## src/rtl/uart_rx_core.sv

```systemverilog
// 8N1 UART receiver: 2-flop synchronizer, 16x oversampling with mid-bit sampling,
// ready/ack byte handshake, framing-error pulse and sticky overrun.
module uart_rx_core #(
    parameter int BAUD   = 115200,
    parameter int CLK_HZ = 50000000
) (
    input  logic       clk,
    input  logic       reset,
    input  logic       uart_rx,
    input  logic       data_rd,
    output logic [7:0] data_out,
    output logic       data_ready,
    output logic       busy_rx,
    output logic       frame_err,
    output logic       overrun
);

    localparam int DIV = CLK_HZ / (BAUD * 16);
    localparam int CW  = (DIV > 1) ? $clog2(DIV) : 1;
    localparam logic [CW-1:0] RELOAD = CW'(DIV - 1);

    typedef enum logic [2:0] {IDLE, START, DATA, STOP, BREAK} state_t;

    state_t        state_q, state_d;
    logic          rx_meta_q, rx_s_q;
    logic [CW-1:0] tick_cnt_q, tick_cnt_d;
    logic [3:0]    samp_q, samp_d;
    logic [2:0]    bit_idx_q, bit_idx_d;
    logic [7:0]    shift_q, shift_d;
    logic [7:0]    data_out_q, data_out_d;
    logic          data_ready_q, data_ready_d;
    logic          overrun_q, overrun_d;
    logic          frame_err_q, frame_err_d;
    logic          tick, byte_done, stop_bad;

    // state register plus datapath flops
    always_ff @(posedge clk or negedge reset) begin
        if (!reset) begin
            state_q      <= IDLE;
            rx_meta_q    <= 1'b1;
            rx_s_q       <= 1'b1;
            tick_cnt_q   <= RELOAD;
            samp_q       <= '0;
            bit_idx_q    <= '0;
            shift_q      <= '0;
            data_out_q   <= '0;
            data_ready_q <= 1'b0;
            overrun_q    <= 1'b0;
            frame_err_q  <= 1'b0;
        end else begin
            state_q      <= state_d;
            rx_meta_q    <= uart_rx;
            rx_s_q       <= rx_meta_q;
            tick_cnt_q   <= tick_cnt_d;
            samp_q       <= samp_d;
            bit_idx_q    <= bit_idx_d;
            shift_q      <= shift_d;
            data_out_q   <= data_out_d;
            data_ready_q <= data_ready_d;
            overrun_q    <= overrun_d;
            frame_err_q  <= frame_err_d;
        end
    end

    // next-state logic
    always_comb begin
        state_d = state_q;
        case (state_q)
            IDLE:  if (!rx_s_q) state_d = START;
            START: if (tick && samp_q == 4'd7) state_d = rx_s_q ? IDLE : DATA;
            DATA:  if (tick && samp_q == 4'd15 && bit_idx_q == 3'd7) state_d = STOP;
            STOP:  if (tick && samp_q == 4'd15) state_d = rx_s_q ? IDLE : BREAK;
            BREAK: if (rx_s_q) state_d = IDLE;
            default: state_d = IDLE;
        endcase
    end

    // tick generator, sample/bit counters, shifter and handshake
    always_comb begin
        tick       = 1'b0;
        tick_cnt_d = tick_cnt_q;
        samp_d     = samp_q;
        bit_idx_d  = bit_idx_q;
        shift_d    = shift_q;
        byte_done  = 1'b0;
        stop_bad   = 1'b0;

        // Holding the reload while idle phases the ticks to the start edge.
        if (state_q == IDLE) begin
            tick_cnt_d = RELOAD;
            samp_d     = '0;
        end else if (tick_cnt_q == '0) begin
            tick       = 1'b1;
            tick_cnt_d = RELOAD;
        end else begin
            tick_cnt_d = tick_cnt_q - 1'b1;
        end

        if (tick) begin
            samp_d = samp_q + 4'd1;
            case (state_q)
                START: if (samp_q == 4'd7) begin
                    samp_d    = '0;
                    bit_idx_d = '0;
                end
                DATA: if (samp_q == 4'd15) begin
                    shift_d   = {rx_s_q, shift_q[7:1]};
                    bit_idx_d = bit_idx_q + 3'd1;
                end
                STOP: if (samp_q == 4'd15) begin
                    byte_done = rx_s_q;
                    stop_bad  = !rx_s_q;
                end
                default: ;
            endcase
        end

        data_out_d   = byte_done ? shift_q : data_out_q;
        data_ready_d = byte_done ? 1'b1 : (data_rd ? 1'b0 : data_ready_q);
        // A read in the completion cycle takes the old byte, so no overrun.
        overrun_d    = data_rd ? 1'b0 : ((byte_done && data_ready_q) ? 1'b1 : overrun_q);
        frame_err_d  = stop_bad;
    end

    // outputs
    always_comb begin
        busy_rx    = (state_q != IDLE);
        data_out   = data_out_q;
        data_ready = data_ready_q;
        frame_err  = frame_err_q;
        overrun    = overrun_q;
    end

endmodule

```

## config.mk

```make
export PLATFORM = sky130hd
export DESIGN_NAME = uart_rx_core
export DESIGN_NICKNAME = d
export VERILOG_FILES = /design/src/rtl/uart_rx_core.sv
export SDC_FILE = /design/constraint.sdc
export NUM_CORES = 1
export LEC_CHECK = 0
export CAP_MARGIN = 20
export CELL_PAD_IN_SITES_DETAIL_PLACEMENT = 1
export CELL_PAD_IN_SITES_GLOBAL_PLACEMENT = 2
export CORE_MARGIN = 3
export CORE_UTILIZATION = 40
export DETAILED_ROUTE_END_ITERATION = 6
export PLACE_DENSITY_LB_ADDON = 0.1
export SLEW_MARGIN = 0
export SYNTH_ARGS = -nofsm -noshare
export SYNTH_HDL_FRONTEND = slang
export SYNTH_SLANG_ARGS = --single-unit
```

## constraint.sdc

```tcl
create_clock -name clk -period 4.27 [get_ports clk]
set_input_delay 0.6405 -clock clk [delete_from_list [all_inputs] [get_ports clk]]
set_output_delay 0.6405 -clock clk [all_outputs]
set_load 0.01 [all_outputs]
```

==> results of run 1 <==
[power breakdown]
group          switching (mW)  internal, mW
logic                 0.00715       0.00336
registers             0.00133         0.343
clock network           0.111         0.147
total                   0.120         0.493
[cell usage in the layout, fill, tap and decap left out, types with 2 or more instances in the layout]
cell type	Yosys	routed
nor2_1	12	12
inv_1	6	6
xnor2_1	2	2
and3_1	3	3
nand2_1	16	16
clkdlybuf4s50_1	0	15
dfstp_2	5	5
mux2_2	19	19
o21ai_0	6	6
a31oi_1	2	2
nor3_1	4	4
dfrtp_1	31	31
xor2_1	3	3
clkbuf_8	0	7
ha_1	4	4
nand3_1	3	3
a21oi_1	3	3
[kinds of logic after synthesis]
group / synth area share (%)
AO/OA/AOI/OAI: 5.65
buffers and inverters: 3.14
XOR/XNOR: 2.75
multiplexers: 13.4
adder cells (fa/ha/maj): 3.14
AND/OR/NAND/NOR: 15.1
flip-flops: 56.9
[flip-flops by register name, summed over array words and instances (netlist names)]
register / count
rx_s_q: 1
samp_q: 4
bit_idx_q: 3
overrun: 1
state_q: 3
frame_err: 1
shift_q: 8
tick_cnt_q: 5
data_ready: 1
rx_meta_q: 1
data_out: 8
[routing by layer]
metal / vias to the layer above / global-route usage (%) / share of wire, %
met5: - / 0 / 0
met4: 0 / 5.21 / 1.2
met3: 4 / 5.25 / 4.0
met2: 12 / 23.1 / 50
met1: 523 / 17.7 / 45
li1: 504 / - / -
[stage by stage]
step	instance area (um^2)	cells	hold slack, ns
6_report	1890	203	0.356
5_1_grt	1890	203	0.359
4_1_cts	1890	203	0.358
3_5_place_dp	1790	195	0.348
3_3_place_gp	1790	195	0.347
2_1_floorplan	1600	137	0.345
[final cells by class]
cell class              instances  area share (%)
clock buffers                   8            5.31
inverters                       6            1.19
multi-input cells              89            33.8
flip-flops and latches         36            48.1
well taps                      48            3.19
repair buffers                 16            8.36
[cell usage after synthesis, drive strengths merged, types with 2 or more instances]
library cell and number:
dfrtp 31, mux2 19, nand2 16, nor2 12, inv 6, o21ai 6
clkbuf 5, dfstp 5, nor3 5, ha 4, nand3 4, a21oi 3
and3 3, xor2 3, a31oi 2, xnor2 2
[worst max-delay path by stage]
stage | end | slack [ns] | depth (start not counted)
3_3_place_gp | shift_q[4] | 1.99 | 6
6_report | busy_rx | 1.69 | 3
5_1_grt | busy_rx | 1.57 | 3
2_1_floorplan | shift_q[0] | 2.17 | 7
4_1_cts | busy_rx | 1.67 | 3
3_5_place_dp | shift_q[5] | 1.93 | 6
==> metrics, run 1 <==
ys flop type=dfrtp_1; first-pass GRT wire length=around 5.5 mm; postcts setup bufs=0; flop-to-flop setup slack=just under 2 ns; Post-Route WL=between 2 and 3 mm; multi-input logic area=638 um^2; Peak Freq=388 MHz; Hold Path Stages=0; PortBufs=15; CORE AREA=roughly 3700 um^2; Worst setup EP type=output port; Final Core Density=between 50% and 60%; setup TNS=0 ns; Post-DRT Antenna Nets=0; TritonCTS Buffers=5; row count=22; CTS tree=yes; worst min path class=register to register; top cells by area, synth=dfrtp_1, mux2_2, dfstp_2, nand2_1, ha_1; Netlist cell types=30; YS warnings=0; Leak=0.888 nW; die area=roughly 4800 um^2; CP max-delay cell=dfrtp_1; Die Wd=69.2 um; Final Hold Fails=0; RSZ-0062 raised after global routing=no; CP max FO=15; maximum vdd drop=just under 200 uV; WL per Instance=between 10 and 15 um; Layout area overhead=18.2%; Layout fillers=roughly 400; register area share after synthesis=approximately 57%; DRT iter0 DRCs=68; syn_nets=approximately 150; initial antenna violation count=0; H-tree depth=2; Critical Path AT=between 1.5 and 2 ns; worst r2r src=tick_cnt_q[0]; status=complete, no violations; final total power=0.613 mW; Slew headroom=roughly 66%; cell count after synthesis=137; First-pass DRT Iterations=3; Reg2Reg Capture Point=shift_q[7]; Via density=between 5 and 6; GRT Residual Overflow=0; number of synthesized flops with an enable pin=0; HPWL after DPL=2.15 mm; register bit total from synthesis=36; Final WS setup=1.69 ns; cts hold-fix bufs=0; GRT Total Usage=around 14%; Clock Tree Buf Depth=2; Pwr Density=roughly 330 nW/um^2; Starting Density=between 40% and 50%; crit-path max cell delay=0.53 ns; Critical Path Start Type=register; Die Y=69.2 um; number of antenna diodes=0; min-delay src=rx_meta_q; crit path cell chain=nor3_1 -> inv_1 -> clkdlybuf4s50_1; Syn Area/Cell=approximately 12 um^2; Crit Path Class=register to output port; WHS Endpoint=rx_s_q; NumNets Final=around 160; Synth area leader=dfrtp_1; Final Max Tran Viols=0; root buf cell=clkbuf_8; Place WS=between 1.5 and 2 ns; MaxCap Viol Count=0; fraction of registers with async set/reset=between 90% and 100%; drc violations=0; Final GP Congestion=roughly 0.73; crit path from=state_q[1]; Top delay family on crit path=buffers and inverters; clock slew at reported path FFs=around 0.070 ns; total clock sinks=36; largest net degree at the start of global routing=37; layout cells sized above 1=between 20 and 25%; Finish-stage setup viols=0; Critical Path RT=between 3 and 4 ns; Cell Area, Synth=around 1600 um^2; Yosys top cell area share=approximately half; Buf/Inv on CP=2; Reg area=roughly 910 um^2; Post-CTS Resized=0; clock period minus worst slack=between 2 and 3 ns; Final Cycle Share=about 60%; via count=around 1.0k; Clock Latency Late Sink=approximately 0.28 ns; Setup Skew=about 0.0087 ns; I/O Pins=16; worst slew pin tran=roughly 0.51 ns; vias in the first global route=approximately 1.2k; R2R cell count=6
(Power assumes the default switching activity.)
==> run 2: changes to the inputs <==
--- a/config.mk
+++ b/config.mk
@@ -9,7 +9,7 @@
 export CELL_PAD_IN_SITES_DETAIL_PLACEMENT = 1
 export CELL_PAD_IN_SITES_GLOBAL_PLACEMENT = 2
 export CORE_MARGIN = 3
-export CORE_UTILIZATION = 40
+export CORE_UTILIZATION = 33
 export DETAILED_ROUTE_END_ITERATION = 6
 export PLACE_DENSITY_LB_ADDON = 0.1
 export SLEW_MARGIN = 0
==> constraint.sdc (replaced) <==
create_clock -name clk -period 2.35 [get_ports clk]
set_input_delay 0.3525 -clock clk [delete_from_list [all_inputs] [get_ports clk]]
set_output_delay 0.3525 -clock clk [all_outputs]
set_load 0.01 [all_outputs]
==> run 2 against run 1 <==
Highest routed layer unchanged. Critical path depth is 3 higher. Flip-flop and latch count stayed put. Clock power is 77% higher. Non-clock buffer count is 6 higher.
==> metrics, run 2 (synthesized netlist as in run 1, its figures left out) <==
Final GP Congestion=0.734 (+0.84%); First-pass DRT Iterations=2 (-1); Worst setup EP type=register; postcts setup bufs=0 (unchanged); vias in the first global route=1139 (-1.2%); first-pass GRT wire length=5.27 mm (-3.4%); TritonCTS Buffers=5 (unchanged); GRT Total Usage=12.5% (-1.8 points); Setup Skew=0.00362 ns (-0.00510 ns); setup TNS=0 ns (unchanged); Critical Path AT=2.33 ns (+0.39 ns); largest net degree at the start of global routing=37 (unchanged); Slew headroom=69.3% (+3.4 points); drc violations=0 (unchanged); Layout area overhead=21.6%; Final Hold Fails=0 (unchanged); Final Max Tran Viols=0 (unchanged); number of antenna diodes=0 (unchanged); H-tree depth=2 (unchanged); Clock Tree Buf Depth=2 (unchanged); die area=5700 um^2 (+19%); PortBufs=15 (unchanged); Finish-stage setup viols=0 (unchanged); row count=24 (+9.1%); initial antenna violation count=0 (unchanged); status=complete, no violations; CORE AREA=4500 um^2 (+20%); most frequent cells in the layout=dfrtp_1, mux2_2, nand2_1; Leak=0.919 nW (+3.5%); Die Wd=75.5 um (+9.2%); Final Cycle Share=92.0%; placed insts=205 (+5.1%); commonest non-fill, non-tap cell in the layout=dfrtp_1; CP max FO=8 (-7); NumNets Final=168 (+3.7%); GRT Residual Overflow=0 (unchanged); RSZ-0062 raised after global routing=no; Pwr Density=568 nW/um^2 (+75%); Critical Path Start Type=register; DRT iter0 DRCs=64 (-5.9%); Peak Freq=approximately 460 MHz; Die Y=75.5 um (+9.2%); Post-Route WL=3.06 mm (+2.4%); total clock sinks=36 (unchanged); Post-DRT Antenna Nets=0 (unchanged); Critical Path RT=2.52 ns (-1.11 ns); Starting Density=35.4% (-7.2 points); Crit Path Class=register to register; via count=1075 (+3.1%); I/O Pins=16 (unchanged); Clock Latency Late Sink=0.28 ns (about the same); root buf cell=clkbuf_8; CTS tree=yes; Post-CTS Resized=0 (unchanged); cts hold-fix bufs=0 (unchanged); MaxCap Viol Count=0 (unchanged); maximum vdd drop=332 uV (+72%); flop-to-flop setup slack=0.19 ns (-1.75 ns); WL per Instance=14.4 um (-2.4%); worst slew pin tran=0.460 ns (-0.0494 ns); clock slew at reported path FFs=0.07 ns (about the same); clock period minus worst slack=2.16 ns; HPWL after DPL=2.23 mm (+4.0%); worst min path class=register to register; Via density=5.05 (-1.8%); fin cells=213 (+4.9%); layout cells sized above 1=27.3% (+4.1 points)
==> run 2: path summary, 6_finish.rpt <==
check | from | end | cells past startpoint
worst max register to register | tick_cnt_q[0] | shift_q[7] | 6
max in group asynchronous | reset | tick_cnt_q[4] | 2
worst min register to register | rx_meta_q | rx_s_q | 0
min in group asynchronous | reset | samp_q[1] | 2
worst max-delay path | tick_cnt_q[0] | shift_q[7] | 6
worst min-delay path | rx_meta_q | rx_s_q | 0
==> run 2: through the flow <==
step	cell area (um^2)	power [mW]	util (%)	hold slack [ns]	setup WS [ns]
finish	1940	1.10	43.1	0.358	0.187
global route	1940	1.16	43.1	0.362	0.0637
CTS	1930	1.12	42.9	0.359	0.0629
detailed placement	1840	0.658	40.8	0.347	0.0864
global placement	1840	0.657	40.8	0.347	0.119
floorplan	1600	0.638	-	0.0569	0.248
==> run 2: power breakdown <==
part | total, mW | leakage (nW) | switching, mW | internal (mW)
registers | 0.625 | 0.465 | 0.00267 | 0.623
clock network | 0.457 | 0.0516 | 0.218 | 0.239
logic | 0.0196 | 0.403 | 0.0134 | 0.00619
total | 1.10 | 0.919 | 0.234 | 0.868
==> run 2: layout make-up <==
cell class	instances	area, um^2
clock inverter	2	13.8
timing repair buffer	22	203
fill	506	2560
tap	52	65.1
clock buffer	6	82.6
multi-input combinational	89	647
sequential	36	907
inverter	6	22.5
==> run 2: per-layer routing <==
metal / wire length (um) / track usage [%]
met1: 1400 / 16.8
met2: 1530 / 19.3
met3: 92 / 3.69
met4: 33 / 4.66
met5: 0 / 0
==> run 2: worst max-delay path, stage by stage (launching register included) <==
cell     delay (ns)
dfrtp_1        0.40
inv_1          0.06
ha_1           0.21
or4b_4         0.53
nor3_4         0.18
and3_2         0.31
mux2_2         0.35
